File: config.mk
export PLATFORM = sky130hd
export DESIGN_NAME = serial_and4_rx
export DESIGN_NICKNAME = d
export VERILOG_FILES = /design/src/rtl/serial_and4_pkg.sv /design/src/rtl/and2_cell.sv /design/src/rtl/serial_bit_counter.sv /design/src/rtl/serial_and4_rx.sv
export SDC_FILE = /design/constraint.sdc
export NUM_CORES = 1
export LEC_CHECK = 0
export BUFFER_PORTS_ARGS = -buffer_cell sky130_fd_sc_hd__buf_2
export CAP_MARGIN = 20
export CORE_AREA = 2 2 39 41
export DETAILED_ROUTE_END_ITERATION = 8
export DIE_AREA = 0 0 41 43
export GPL_TIMING_DRIVEN = 0
export PLACE_DENSITY = 0.46
export SKIP_CTS_REPAIR_TIMING = 1
export SYNTH_ARGS = -nofsm -noshare
export SYNTH_HDL_FRONTEND = slang
export SYNTH_SLANG_ARGS = --single-unit
File: constraint.sdc
create_clock -name clk -period 1.7 [get_ports clk]
set_input_delay 0.085 -clock clk [delete_from_list [all_inputs] [get_ports clk]]
set_output_delay 0.085 -clock clk [all_outputs]
set_load 0.02 [all_outputs]
File: src/rtl/serial_and4_pkg.sv
// Shared types and constants for the serial 4-input AND receiver.
package serial_and4_pkg;

  typedef enum logic {
    ACC  = 1'b0,
    HOLD = 1'b1
  } state_t;

  localparam int SERIAL_AND4_N = 4;

endpackage

File: src/rtl/and2_cell.sv
// Team two-input AND cell, reused as the combine stage of the serial receiver.
module and2_cell (
  input  logic a,
  input  logic b,
  output logic y
);

  assign y = a & b;

endmodule

File: src/rtl/serial_bit_counter.sv
// Counts accepted bits of a frame; wraps to zero on the last bit or on clr.
import serial_and4_pkg::*;

module serial_bit_counter #(
  parameter  int N     = SERIAL_AND4_N,
  localparam int CNT_W = $clog2(N)
) (
  input  logic             clk,
  input  logic             rst_n,
  input  logic             inc,
  input  logic             clr,
  output logic [CNT_W-1:0] cnt,
  output logic             last
);

  logic [CNT_W-1:0] r_cnt;

  assign last = (r_cnt == CNT_W'(N - 1));
  assign cnt  = r_cnt;

  always_ff @(posedge clk or negedge rst_n) begin
    if (!rst_n) begin
      r_cnt <= '0;
    end else if (clr) begin
      r_cnt <= '0;
    end else if (inc) begin
      r_cnt <= last ? '0 : r_cnt + 1'b1;
    end
  end

endmodule

File: src/rtl/serial_and4_rx.sv
// Bit-serial N-input AND over valid/ready streams.
// Optional zero-bit count output enabled by defining SERIAL_AND4_ZERO_CNT_EN.
import serial_and4_pkg::*;

module serial_and4_rx #(
  parameter  int N     = SERIAL_AND4_N,
  localparam int CNT_W = $clog2(N)
) (
  input  logic           clk,
  input  logic           rst_n,
  input  logic           clr,
  input  logic           in_valid,
  output logic           in_ready,
  input  logic           in_bit,
  output logic           out_valid,
  input  logic           out_ready,
  output logic           out,
  output logic           busy
`ifdef SERIAL_AND4_ZERO_CNT_EN
  ,
  output logic [CNT_W:0] zero_cnt
`endif
);

  state_t           r_state;
  state_t           w_nextState;
  logic             r_acc;
  logic             r_out;
  logic             w_accept;
  logic             w_last;
  logic             w_andBit;
  logic [CNT_W-1:0] w_cnt;

  // clr wins over a beat offered in the same cycle
  assign w_accept = in_valid & in_ready & ~clr;

  serial_bit_counter #(.N(N)) u_counter (
    .clk  (clk),
    .rst_n(rst_n),
    .inc  (w_accept),
    .clr  (clr),
    .cnt  (w_cnt),
    .last (w_last)
  );

  and2_cell u_and (
    .a(r_acc),
    .b(in_bit),
    .y(w_andBit)
  );

  always_ff @(posedge clk or negedge rst_n) begin
    if (!rst_n) begin
      r_state <= ACC;
    end else begin
      r_state <= w_nextState;
    end
  end

  always_comb begin
    w_nextState = r_state;
    in_ready    = 1'b0;
    out_valid   = 1'b0;
    case (r_state)
      ACC: begin
        in_ready = 1'b1;
        if (w_accept && w_last) w_nextState = HOLD;
      end
      HOLD: begin
        out_valid = 1'b1;
        if (clr || out_ready) w_nextState = ACC;
      end
      default: w_nextState = ACC;
    endcase
  end

  always_ff @(posedge clk or negedge rst_n) begin
    if (!rst_n) begin
      r_acc <= 1'b1;
      r_out <= 1'b0;
    end else if (r_state == ACC) begin
      if (clr) begin
        r_acc <= 1'b1;
      end else if (w_accept) begin
        if (w_last) begin
          r_acc <= 1'b1;
          r_out <= w_andBit;
        end else begin
          r_acc <= w_andBit;
        end
      end
    end
  end

  assign out  = r_out;
  assign busy = (r_state == HOLD) | (w_cnt != '0);

`ifdef SERIAL_AND4_ZERO_CNT_EN
  logic [CNT_W:0] r_zeroRun;
  logic [CNT_W:0] r_zeroCnt;
  logic [CNT_W:0] w_zeroNext;

  assign w_zeroNext = r_zeroRun + {{CNT_W{1'b0}}, ~in_bit};

  // Running count is published at frame end, in step with out
  always_ff @(posedge clk or negedge rst_n) begin
    if (!rst_n) begin
      r_zeroRun <= '0;
      r_zeroCnt <= '0;
    end else if (clr) begin
      r_zeroRun <= '0;
      r_zeroCnt <= '0;
    end else if (w_accept) begin
      if (w_last) begin
        r_zeroRun <= '0;
        r_zeroCnt <= w_zeroNext;
      end else begin
        r_zeroRun <= w_zeroNext;
      end
    end
  end

  assign zero_cnt = r_zeroCnt;
`endif

endmodule

Word-level counts from Yosys, hierarchy flattened
Cells that the tools add are included.
{"block": "op_classes", "n_addsub": 1, "eq_ne": 1, "n_mux": 11, "bitwise": 6, "n_reduce_logical": 6}
{"cell": "$mux W1", "n": 7}
{"cell": "$mux W2", "n": 3}
{"cell": "$reduce_and A4 Y1", "n": 1}
{"cell": "$reduce_bool A2 Y1", "n": 2}
{"cell": "$and A1 B1 Y1", "n": 3}
{"cell": "$add A2 B1 Y2 const B", "n": 1}
{"cell": "$eq A2 B2 Y1 const B", "n": 1}
{"cell": "$not A1 Y1", "n": 2}
{"cell": "$pmux W1 S2", "n": 1}
{"cell": "$reduce_and A2 Y1", "n": 1}
{"cell": "$logic_and A1 B1 Y1", "n": 1}
{"cell": "$logic_or A1 B1 Y1", "n": 1}
{"cell": "$or A1 B1 Y1", "n": 1}
{"block": "totals", "register_bits": 5, "inputBits": 6, "output_inout_bits": 4, "wordCells": 29}

Logic depth before layout (Yosys ltp)
{"block": "logic_depth", "depth_word": 6, "depth_mapped": 4, "depth_no_buf": 4}

Modules after synthesis
Synthesis repeated with hierarchy kept, for this count alone.
{"block": "hier_totals", "cells_unflattened": 23, "area_unflattened_um2": 272.8}
{"mod": "serial_and4_rx", "instances": 1, "cells_each": 14, "area_each_um2": 166.4, "seq_area_each_um2": 76.3}
{"mod": "serial_bit_counter", "instances": 1, "cells_each": 8, "area_each_um2": 100.1, "seq_area_each_um2": 50.0}
{"mod": "and2_cell", "instances": 1, "cells_each": 1, "area_each_um2": 6.3, "seq_area_each_um2": 0.0}

Least setup slack after synthesis
Ideal clock, no wire load.
{"block": "synth_timing", "kind": "register to register", "from": "reg r_state", "to": "reg r_state", "setup_ns": 0.120, "t_arrival_ns": 0.937, "required_ns": 1.580, "path_slack_ns": 0.644, "path_stages_with_launch": 4, "path_buffers": 0, "synth_period_minus_slack_ns": 1.056, "path_cell_list": "dfrtp_1 -> inv_1 -> a31oi_1 -> nor2_1"}
{"block": "synth_between", "elab_chain_len": 6, "word_cells_on_any_way": 7, "cone_classes": "mux (3); bitwise (3); reduce/logical (1)"}
{"element": "from (decl)", "line": "serial_and4_rx.sv:25", "text": "state_t r_state;"}
{"element": "from (signal assigned)", "line": "serial_and4_rx.sv:56", "text": "r_state <= w_nextState;"}
{"element": "$mux W1", "line": "serial_and4_rx.sv:64", "text": "case (r_state)"}
{"element": "net in_ready", "line": "serial_and4_rx.sv:13", "text": "output logic in_ready,"}
{"element": "$and A1 B1 Y1 (2 in a row)", "line": "serial_and4_rx.sv:35", "text": "assign w_accept = in_valid & in_ready & ~clr;"}
{"element": "$logic_and A1 B1 Y1", "line": "serial_and4_rx.sv:67", "text": "if (w_accept && w_last) w_nextState = HOLD;"}
{"element": "$mux W1", "line": "serial_and4_rx.sv:67"}
{"element": "$pmux W1 S2", "line": "serial_and4_rx.sv:64"}
{"element": "net w_nextState", "line": "serial_and4_rx.sv:26", "text": "state_t w_nextState;"}
The timed path passes the listed nets, and every way through them passes these cells.
A chain may end at the register's enable or synchronous reset.

Worst setup path in the final report
{"block": "layout_timing", "from": "reg u_counter.r_cnt[0] (netlist: u_counter.cnt[0])", "to": "out busy"}
{"block": "layout_between", "elab_chain_len": 2}
{"element": "from (decl)", "line": "serial_bit_counter.sv:16", "text": "logic [CNT_W-1:0] r_cnt;"}
{"element": "from (signal assigned)", "line": "serial_bit_counter.sv:27", "text": "r_cnt <= last ? '0 : r_cnt + 1'b1;"}
{"element": "$reduce_bool A2 Y1", "line": "serial_and4_rx.sv:96", "text": "assign busy = (r_state == HOLD) | (w_cnt != '0);"}
{"element": "$or A1 B1 Y1", "line": "serial_and4_rx.sv:96"}
{"element": "to (decl)", "line": "serial_and4_rx.sv:18", "text": "output logic busy"}
No other way between the ends.

==> results.py <==
metrics = {
    "logic_synthesis": {
        "async_flop_share": 1.00,
        "syn-mean-instance-area_sq_um": 9.96,
        "synth_edf_count": 0,
        "synth_nets": 36,
        "synthFlopType": "dfrtp_1",
        "synth_cell_type_count": 13,
        "synth_common_cells": "nor2_1, dfrtp_1, inv_1",
        "synth_top_area_frac": 0.359,
        "synth_seq_area_share": 0.453,
        "synthTopCellsByArea": "dfrtp_1, mux2i_1, dfstp_2",
        "yosys_register_bits": 5,
        "synth_cells": 28,
        "syn_area_sq_um": 279,
        "synth.largest_area_cell": "dfrtp_1",
        "yosysWarningCount": 0,
        "synth.most_common_cell": "nor2_1",
    },
    "finish": {
        "insertedDiodeCount": 0,
        "seqCellArea_sq_um": 126,
        "fin_util": 0.275,
        "fin_nets": 51,
        "area_delta_synth_final_pct": 36.3,
        "nFillCells": 158,
        "fin_cells": 58,
        "multi_input_area_sq_um": 138,
        "drive_gt1_frac": 0.357,
    },
    "worst_setup_path": {
        "startpoint_type": "register",
        "path_cells": "inv_1, ha_1, nand2_1, buf_2",
        "r2r_cells": 4,
        "path_class": "reg -> out",
        "crit_buf_inv": 2,
        "endpoint_kind": "primary output",
        "crit_fanout": 4,
        "cpPeakStageDelay_ps": 380,
        "cp.required_ps": 1620,
        "worst-path-stages": 4,
        "arrival_ps": 1070,
        "cpLargestDelayFamily": "flip-flops",
        "cpMaxStageDelayCell": "dfrtp_1",
    },
    "routing": {
        "wirelength_microns": 514,
        "drt-initial-drc-count": 2,
        "ant_nets": 0,
        "viasPerCell": 3.84,
        "vias": 223,
        "drc_errors": 0,
        "avgRoutedWirePerCell_microns": 8.86,
        "first_pass_iters": 3,
    },
    "power": {
        "p_total_mw": 0.341,
        "power.leakage_nw": 0.205,
        "peakVddDrop_v": 0.000209,
        "p_per_area_mw_per_mm2": 897,
    },
    "placement": {
        "dpl.cell_count": 53,
        "io_buffers": 9,
        "dpl.hpwl_microns": 436,
        "gp_congestion": 0.595,
    },
    "sta": {
        "drv_slew": 0,
        "max_freq_mhz": 866,
        "fin_crit_sh": 0.680,
        "finalSetupTns_ps": 0,
        "hold_violations": 0,
        "relSlewSlack": 0.870,
        "skew_ps": 2.42,
        "min_period_ps": 1160,
        "tightestPinTransition_ps": 195,
        "setup_viol_count_final": 0,
        "rsz0062_at_grt": "false",
    },
    "worst_hold_path": {
        "hp-class": "in -> reg",
        "min_path_cells": 2,
    },
    "cts": {
        "clk_latency_ps": 240,
        "clk_pin_slew_ps": 40,
        "cts.sinks": 5,
        "root_buffer": "clkbuf_4",
        "cts_buffer_depth": 2,
        "numCtsBuffers": 3,
        "ctsHtreeMaxLevel": 1,
        "cts_tree": "yes",
    },
    "run": {
        "drv_cap": 0,
    },
    "floorplanning": {
        "die_x_microns": 41,
        "die_area_sq_mm": 0.00176,
        "coreArea_sq_mm": 0.00138,
        "rows": 14,
        "ios": 10,
        "die_h_microns": 43,
        "start_util": 0.202,
    },
    "global_route": {
        "grt-ovfl-total": 0,
        "antenna_found_initial": 0,
        "grt_max_degree": 6,
        "grt_use_total": 0.0859,
        "grt_pass1_vias": 212,
        "grt_pass1_wl_microns": 897,
    },
    "run_status": {
        "status": "finished, final reports clean",
    },
}
==> power breakdown <==
part / switching [mW] / internal [mW]
registers: 0.00795 / 0.132
logic: 0.0363 / 0.0292
clock network: 0.0465 / 0.0886
total: 0.0908 / 0.250
==> through the flow <==
stage	setup slack, ps	cell area [sq um]	hold slack (ps)
6_report	545	380	62.2
5_1_grt	482	380	75.3
4_1_cts	532	370	-359
3_5_place_dp	559	344	-95.7
3_3_place_gp	575	344	-98.9
2_1_floorplan	644	279	-211
==> placed cells by master (no fill, tap or decap) <==
cell / n
a21oi_1: 2
a31oi_1: 1
buf_2: 9
clkbuf_1: 1
clkbuf_4: 3
dfrtp_1: 4
dfstp_2: 1
dlygate4sd3_1: 1
ha_1: 2
inv_1: 4
mux2i_1: 3
nand2_1: 2
nand3b_2: 1
nor2_1: 5
nor2b_1: 1
nor2b_4: 1
o22a_1: 1
==> flip-flops by register name, summed over array words and instances, names as in the netlist <==
| signal | flops |
|---|---|
| out | 1 |
| r_acc | 1 |
| r_state | 1 |
| u_counter.cnt | 2 |
==> worst register-to-register path, stage by stage (launching register included) <==
cell     delay [ps]
dfrtp_1         400
ha_1            280
a21oi_1         150
a21oi_1          60
o22a_1          190
==> layer usage <==
layer  vias up  track usage  routed length, microns
met2         6        0.106                     251
met4         0        0.100                       0
met3         0       0.0471                      47
met1        97       0.0885                     215
li1        120            -                       -
met5         -            0                       0
==> path summary, 6_finish.rpt <==
path / start / end / slack [ps]
worst max-delay path: u_counter.cnt[0] / busy / 540
max in group asynchronous: rst_n / r_acc / 1300
min in group asynchronous: rst_n / u_counter.cnt[0] / 190
worst min register to register: out / out / 520
worst min-delay path: clr / u_counter.cnt[0] / 60
worst max register to register: u_counter.cnt[0] / r_acc / 560
==> cells by family (layout without fill, tap and decap cells) <==
group,count (synthesis),after routing,synth area share
compound gates,4,4,0.0897
fa+ha+maj,2,2,0.0897
flops,5,5,0.453
simple gates,10,10,0.206
mux,3,3,0.108
buf+inv,4,18,0.0538
==> final cells by class <==
type | instances | share of cell area
clock buffer | 4 | 0.0691
multi-input combinational | 19 | 0.362
timing repair buffer | 10 | 0.145
sequential | 5 | 0.332
inverter | 4 | 0.0395
tap | 16 | 0.0526
Note: power is estimated with default switching activity, not from simulation.
